===== config.mk =====
export PLATFORM = sky130hd
export DESIGN_NAME = multicycle_control_flat
export DESIGN_NICKNAME = d
export VERILOG_FILES = /design/src/rtl/multicycle_control_if.sv /design/src/rtl/multicycle_control.sv /design/src/flat_wrapper.sv
export SDC_FILE = /design/constraint.sdc
export NUM_CORES = 1
export LEC_CHECK = 0
export ABC_AREA = 1
export CELL_PAD_IN_SITES_DETAIL_PLACEMENT = 1
export CELL_PAD_IN_SITES_GLOBAL_PLACEMENT = 2
export CORE_ASPECT_RATIO = 0.5
export CORE_MARGIN = 8
export CORE_UTILIZATION = 25
export CTS_CLUSTER_SIZE = 30
export DETAILED_ROUTE_END_ITERATION = 7
export GPL_TIMING_DRIVEN = 0
export PLACE_DENSITY_LB_ADDON = 0.1
export SYNTH_ARGS = -nofsm -noshare
export SYNTH_HDL_FRONTEND = slang
export SYNTH_SLANG_ARGS = --single-unit

===== constraint.sdc =====
create_clock -name clk -period 1.5 [get_ports clk]
set_clock_uncertainty 0.1 [all_clocks]
set_input_delay 0.15 -clock clk [delete_from_list [all_inputs] [get_ports clk]]
set_output_delay 0.15 -clock clk [all_outputs]
set_load 0.1 [all_outputs]

===== src/rtl/multicycle_control_if.sv =====
// Control bus between the multicycle controller and its datapath.
//   opcode, equal, mem_ready : datapath/memory -> controller
//   pc_write, pc_src, ir_write, mem_read, mem_write, reg_write,
//   alu_src_imm              : controller strobes -> datapath
//   state, instr_done, fault : controller status
// master = controller side, slave = datapath/memory side.
interface multicycle_control_if;
    logic [5:0] opcode;
    logic       equal;
    logic       mem_ready;
    logic       pc_write;
    logic [1:0] pc_src;
    logic       ir_write;
    logic       mem_read;
    logic       mem_write;
    logic       reg_write;
    logic       alu_src_imm;
    logic [3:0] state;
    logic       instr_done;
    logic       fault;

    modport master (
        input  opcode, equal, mem_ready,
        output pc_write, pc_src, ir_write, mem_read, mem_write, reg_write,
               alu_src_imm, state, instr_done, fault
    );

    modport slave (
        output opcode, equal, mem_ready,
        input  pc_write, pc_src, ir_write, mem_read, mem_write, reg_write,
               alu_src_imm, state, instr_done, fault
    );
endinterface


===== src/rtl/multicycle_control.sv =====
// Multicycle MIPS-subset controller (lw, sw, R-type, addi, beq, j).
// Ports:
//   clk   : rising-edge clock
//   reset : asynchronous active-high reset; forces FETCH immediately
//   bus   : multicycle_control_if.master (opcode/equal/mem_ready in,
//           datapath strobes, state code, instr_done and fault out)
// Parameter STALL_LIMIT: consecutive mem_ready=0 cycles tolerated in one
// memory state (FETCH, MEM_RD, MEM_WR) before the FSM traps in ERROR.
module multicycle_control #(
    parameter int STALL_LIMIT = 15
) (
    input  logic                   clk,
    input  logic                   reset,
    multicycle_control_if.master   bus
);

    localparam logic [5:0] OP_RTYPE = 6'b000000;
    localparam logic [5:0] OP_J     = 6'b000010;
    localparam logic [5:0] OP_BEQ   = 6'b000100;
    localparam logic [5:0] OP_ADDI  = 6'b001000;
    localparam logic [5:0] OP_LW    = 6'b100011;
    localparam logic [5:0] OP_SW    = 6'b101011;

    localparam int CW = (STALL_LIMIT < 2) ? 1 : $clog2(STALL_LIMIT + 1);
    localparam logic [CW-1:0] STALL_LAST = CW'(STALL_LIMIT - 1);

    typedef enum logic [3:0] {
        S_FETCH    = 4'd0,
        S_DECODE   = 4'd1,
        S_MEM_ADDR = 4'd2,
        S_MEM_RD   = 4'd3,
        S_MEM_WB   = 4'd4,
        S_MEM_WR   = 4'd5,
        S_EXEC     = 4'd6,
        S_ALU_WB   = 4'd7,
        S_BRANCH   = 4'd8,
        S_JUMP     = 4'd9,
        S_ERROR    = 4'd15
    } state_t;

    state_t          state_reg, state_next;
    logic [5:0]      opcode_reg, opcode_next;
    logic [CW-1:0]   stall_reg, stall_next;
    logic            stalled;

    always_ff @(posedge clk or posedge reset) begin
        if (reset) begin
            state_reg  <= S_FETCH;
            opcode_reg <= '0;
            stall_reg  <= '0;
        end else begin
            state_reg  <= state_next;
            opcode_reg <= opcode_next;
            stall_reg  <= stall_next;
        end
    end

    always_comb begin
        state_next      = state_reg;
        opcode_next     = opcode_reg;
        stall_next      = '0;
        stalled         = 1'b0;
        bus.pc_write    = 1'b0;
        bus.pc_src      = 2'b00;
        bus.ir_write    = 1'b0;
        bus.mem_read    = 1'b0;
        bus.mem_write   = 1'b0;
        bus.reg_write   = 1'b0;
        bus.alu_src_imm = 1'b0;
        bus.instr_done  = 1'b0;

        case (state_reg)
            S_FETCH: begin
                bus.mem_read = 1'b1;
                if (bus.mem_ready) begin
                    bus.ir_write = 1'b1;
                    bus.pc_write = 1'b1;
                    state_next   = S_DECODE;
                end else begin
                    stalled = 1'b1;
                end
            end
            S_DECODE: begin
                opcode_next = bus.opcode;
                case (bus.opcode)
                    OP_LW, OP_SW:       state_next = S_MEM_ADDR;
                    OP_RTYPE, OP_ADDI:  state_next = S_EXEC;
                    OP_BEQ:             state_next = S_BRANCH;
                    OP_J:               state_next = S_JUMP;
                    default:            state_next = S_ERROR;
                endcase
            end
            S_MEM_ADDR: begin
                bus.alu_src_imm = 1'b1;
                // Only lw/sw reach here, so the latched opcode picks the path.
                state_next = (opcode_reg == OP_SW) ? S_MEM_WR : S_MEM_RD;
            end
            S_MEM_RD: begin
                bus.mem_read = 1'b1;
                if (bus.mem_ready) state_next = S_MEM_WB;
                else               stalled    = 1'b1;
            end
            S_MEM_WR: begin
                bus.mem_write = 1'b1;
                if (bus.mem_ready) begin
                    bus.instr_done = 1'b1;
                    state_next     = S_FETCH;
                end else begin
                    stalled = 1'b1;
                end
            end
            S_MEM_WB, S_ALU_WB: begin
                bus.reg_write  = 1'b1;
                bus.instr_done = 1'b1;
                state_next     = S_FETCH;
            end
            S_EXEC: begin
                bus.alu_src_imm = (opcode_reg == OP_ADDI);
                state_next      = S_ALU_WB;
            end
            S_BRANCH: begin
                bus.pc_src     = 2'b01;
                bus.pc_write   = bus.equal;
                bus.instr_done = 1'b1;
                state_next     = S_FETCH;
            end
            S_JUMP: begin
                bus.pc_src     = 2'b10;
                bus.pc_write   = 1'b1;
                bus.instr_done = 1'b1;
                state_next     = S_FETCH;
            end
            default: begin
                // ERROR and unused codes trap until reset.
                state_next = S_ERROR;
            end
        endcase

        // The counter only survives while the FSM sits stalled in place;
        // the STALL_LIMIT-th stalled cycle is the last one before ERROR.
        if (stalled) begin
            if (stall_reg == STALL_LAST) state_next = S_ERROR;
            else                         stall_next = stall_reg + CW'(1);
        end

        // During reset the outputs must already look like an idle FETCH,
        // even before any clock edge and regardless of mem_ready.
        if (reset) begin
            bus.pc_write    = 1'b0;
            bus.pc_src      = 2'b00;
            bus.ir_write    = 1'b0;
            bus.mem_read    = 1'b1;
            bus.mem_write   = 1'b0;
            bus.reg_write   = 1'b0;
            bus.alu_src_imm = 1'b0;
            bus.instr_done  = 1'b0;
        end
    end

    assign bus.state = state_reg;
    assign bus.fault = (state_reg == S_ERROR) && !reset;

endmodule


===== src/flat_wrapper.sv =====
// flat-port wrapper written by rule: the top's interface ports become plain ports
module multicycle_control_flat 
#(
    parameter int STALL_LIMIT = 15
)
  (clk, reset, bus_opcode, bus_equal, bus_mem_ready, bus_pc_write, bus_pc_src, bus_ir_write, bus_mem_read, bus_mem_write, bus_reg_write, bus_alu_src_imm, bus_state, bus_instr_done, bus_fault);
  multicycle_control_if bus_i ();
  input  logic clk;
  input  logic reset;
  input wire logic [$bits(bus_i.opcode)-1:0] bus_opcode;
  input wire logic [$bits(bus_i.equal)-1:0] bus_equal;
  input wire logic [$bits(bus_i.mem_ready)-1:0] bus_mem_ready;
  output wire logic [$bits(bus_i.pc_write)-1:0] bus_pc_write;
  output wire logic [$bits(bus_i.pc_src)-1:0] bus_pc_src;
  output wire logic [$bits(bus_i.ir_write)-1:0] bus_ir_write;
  output wire logic [$bits(bus_i.mem_read)-1:0] bus_mem_read;
  output wire logic [$bits(bus_i.mem_write)-1:0] bus_mem_write;
  output wire logic [$bits(bus_i.reg_write)-1:0] bus_reg_write;
  output wire logic [$bits(bus_i.alu_src_imm)-1:0] bus_alu_src_imm;
  output wire logic [$bits(bus_i.state)-1:0] bus_state;
  output wire logic [$bits(bus_i.instr_done)-1:0] bus_instr_done;
  output wire logic [$bits(bus_i.fault)-1:0] bus_fault;
  assign bus_i.opcode = bus_opcode;
  assign bus_i.equal = bus_equal;
  assign bus_i.mem_ready = bus_mem_ready;
  assign bus_pc_write = bus_i.pc_write;
  assign bus_pc_src = bus_i.pc_src;
  assign bus_ir_write = bus_i.ir_write;
  assign bus_mem_read = bus_i.mem_read;
  assign bus_mem_write = bus_i.mem_write;
  assign bus_reg_write = bus_i.reg_write;
  assign bus_alu_src_imm = bus_i.alu_src_imm;
  assign bus_state = bus_i.state;
  assign bus_instr_done = bus_i.instr_done;
  assign bus_fault = bus_i.fault;
  multicycle_control #(.STALL_LIMIT(STALL_LIMIT)) u_core (.clk(clk), .reset(reset), .bus(bus_i));
endmodule

==> qor.csv <==
metric,value,unit
Final GP Congestion,0.7286,
violated checks,setup timing,
Flop pwr share,0.192,
Comb pwr share,0.715,
number of port buffers,23,
global route total overflow,0,
Startpoint Class,flip-flop,
IO Pins,24,
# rows,15,
area grow syn2layout,85.75,%
post-detailed-route count of antenna-violating nets,0,
WL/cell,13.11,microns
Fillers,419,
TritonCTS buffer count,3,
clk_lat worst skew,0.25,ns
Post-Syn Nets,149,
"Setup violations, final",14,
Clock Path Buffers,2,
"Primary FF master, synth",dfrtp_1,
max-cap check violation count,0,
die width,102.7,microns
# diodes,0,
Post-route DRC,0,
initial core utilization,0.2677,
outcome,finished with violations,
vias,1027,
RSZ-0062 raised after global routing,yes,
Yosys reg bits,14,
antenna violations before repair,0,
number of global-route vias before repair,1099,
Syn Inst Count,137,
max reg flops,6,
"most common cell after layout, fill and taps aside",nand2_1,
DRT iter0 DRCs,18,
CP arrival,1.50,ns
most frequent cells in the layout,"nand2_1 (33), buf_4 (23), nor2_1 (13)",
crit-path max FO,4,
worst stage delay on the critical path,0.50,ns
crit path cell chain,nor2_4 -> nand4_1 -> buf_6 -> o22ai_4 -> buf_12,
Slew HR,0.6790,
Avg Inst Size Synth,6.859,sq um
Cell Int Power,1.824,mW
DIE AREA,0.006095,sq mm
CP max stage cell,dfrtp_4,
FF/Latch Area,365.4,sq um
Final Slew Violations,0,
Reg2Reg Depth,8,
layout cell share with drive strength beyond 1,0.4652,
worst slew pin tran,0.4848,ns
CTS tree,done,
Sw Share,0.5360,
flop-to-flop setup slack,-0.11,ns
Hold Fails Final Rpt,0,
Max VDD drop,600.0,uV
clock sinks,14,
die height,59.35,microns
final net count,200,
H-tree depth,1,
pre-CTS WS,-1.967,ns
Synth cell types,24,
Core ar.,0.003510,sq mm
power per cell area,2252,mW/mm^2
Crit Reg-Reg Endpoint,u_core.bus.state[0],
Tot Pwr,3.931,mW
DP HPWL,2.320,mm
"Req. time, crit path",1.25,ns
largest net degree at the start of global routing,14,
first-pass GRT wire length,5.347,mm
Setup crit end kind,output pin,
synth warn,0,
"EDFF count, synth",0,
worst setup margin,-0.2537,ns
routed vias/inst,4.315,
Async SR Flop Fraction,1.000,
Static Leak,0.8302,nW
FMAX,570.2,MHz
final clock period utilization by the worst path,1.169,
Clock power frac,0.093,
total wire length,3.121,mm
Clock transition at path regs,0.06,ns
Sw Pwr,2.107,mW
Reg-to-Reg Start,u_core.bus.state[1],
critical path class,reg2out,
crit path time final,1.754,ns
Hold Crit Class,in2async,
multi-input logic area,686.9,sq um
Root Driver,clkbuf_8,
Total GRT Usage,0.1129,
Post-Syn Area,939.7,sq um
register area share after synthesis,0.3728,
First-pass DRT Iterations,2,
cell usage after synthesis, types with 2 or more instances:
library cell  count  area [sq um]
nand2_1          40         150.1
nor2_1           21         78.83
dfrtp_1          14         350.3
inv_1            14         52.55
nand3_1           9         45.04
nand2_2           8         50.05
inv_2             5         18.77
o21ai_1           4         20.02
a21oi_1           3         15.01
nand3_2           3         30.03
ha_1              2         25.02
nor4_1            2         12.51
through the flow:
| stage | instances | utilization | area, sq um | hold WS [ns] | TNS, ns |
|---|---|---|---|---|---|
| after floorplan | 137 | - | 1045 | 0.003380 | -6.610 |
| after global placement | 211 | 0.3815 | 1339 | 0.3767 | -17.88 |
| after detailed placement | 211 | 0.3815 | 1339 | 0.3833 | -18.07 |
| after CTS | 234 | 0.4781 | 1678 | 0.2171 | -1.940 |
| after global routing | 238 | 0.4973 | 1745 | 0.2468 | -3.104 |
| final | 238 | 0.4973 | 1745 | 0.2125 | -1.960 |
worst max-delay path by stage:
stage,slack (ns),end,startpoint
3_3_place_gp,-1.93,bus_pc_write,reset
3_5_place_dp,-1.97,bus_pc_write,reset
6_report,-0.25,bus_pc_write,u_core.bus.state[2]
4_1_cts,-0.26,bus_pc_write,u_core.bus.state[2]
2_1_floorplan,-1.16,bus_instr_done,u_core.bus.state[0]
5_1_grt,-0.35,bus_pc_write,u_core.bus.state[2]
logic make-up (layout without fill, tap and decap cells):
kind of cell,count (synthesis),count (layout),share of synthesized area
AO/OA/AOI/OAI,11,11,0.07457
XOR/XNOR,2,2,0.01865
adder cells (fa/ha/maj),2,2,0.02663
buffers and inverters,20,70,0.08389
flip-flops,14,14,0.3728
AND/OR/NAND/NOR,88,88,0.4234
layout make-up:
type,instances,share of cell area
clock buffer,4,0.03154
tap,51,0.03656
timing repair buffer,46,0.2724
buffer,1,0.006452
sequential,14,0.2093
inverter,19,0.05018
multi-input combinational,103,0.3935
critical path, delay by kind of cell (launching register included):
kind                   cells  cell delay, ns
DFF                        1            0.50
buffers and inverters      2            0.35
and+or+nand+nor            2            0.28
AOI/OAI and AO/OA          1            0.12
per-layer routing:
metal,part of all wire,global-route usage,routed length [microns]
met1,0.48,0.1451,1508
met2,0.45,0.1743,1392
met3,0.055,0.02810,171
met4,0.015,0.04959,48
met5,0,0,0
power groups by stage:
stage	Combinational, mW	Sequential [mW]	Clock, mW
floorplan	1.23	1.12	0
global placement	2.01	0.784	0
detailed placement	2.03	0.787	0
CTS	2.63	0.751	0.384
global route	3.00	0.774	0.398
finish	2.81	0.755	0.367
repair_timing:
action / 4_1_cts / 5_1_grt
buffers inserted: 18 / 4
pin swaps: 10 / 8
endpoints found under the hold margin: 1 / 0
endpoints found under the setup margin: 17 / 21
resized for setup: 126 / 10
hold buffers: 1 / 0
No activity file was read; power rests on OpenSTA's default activity.
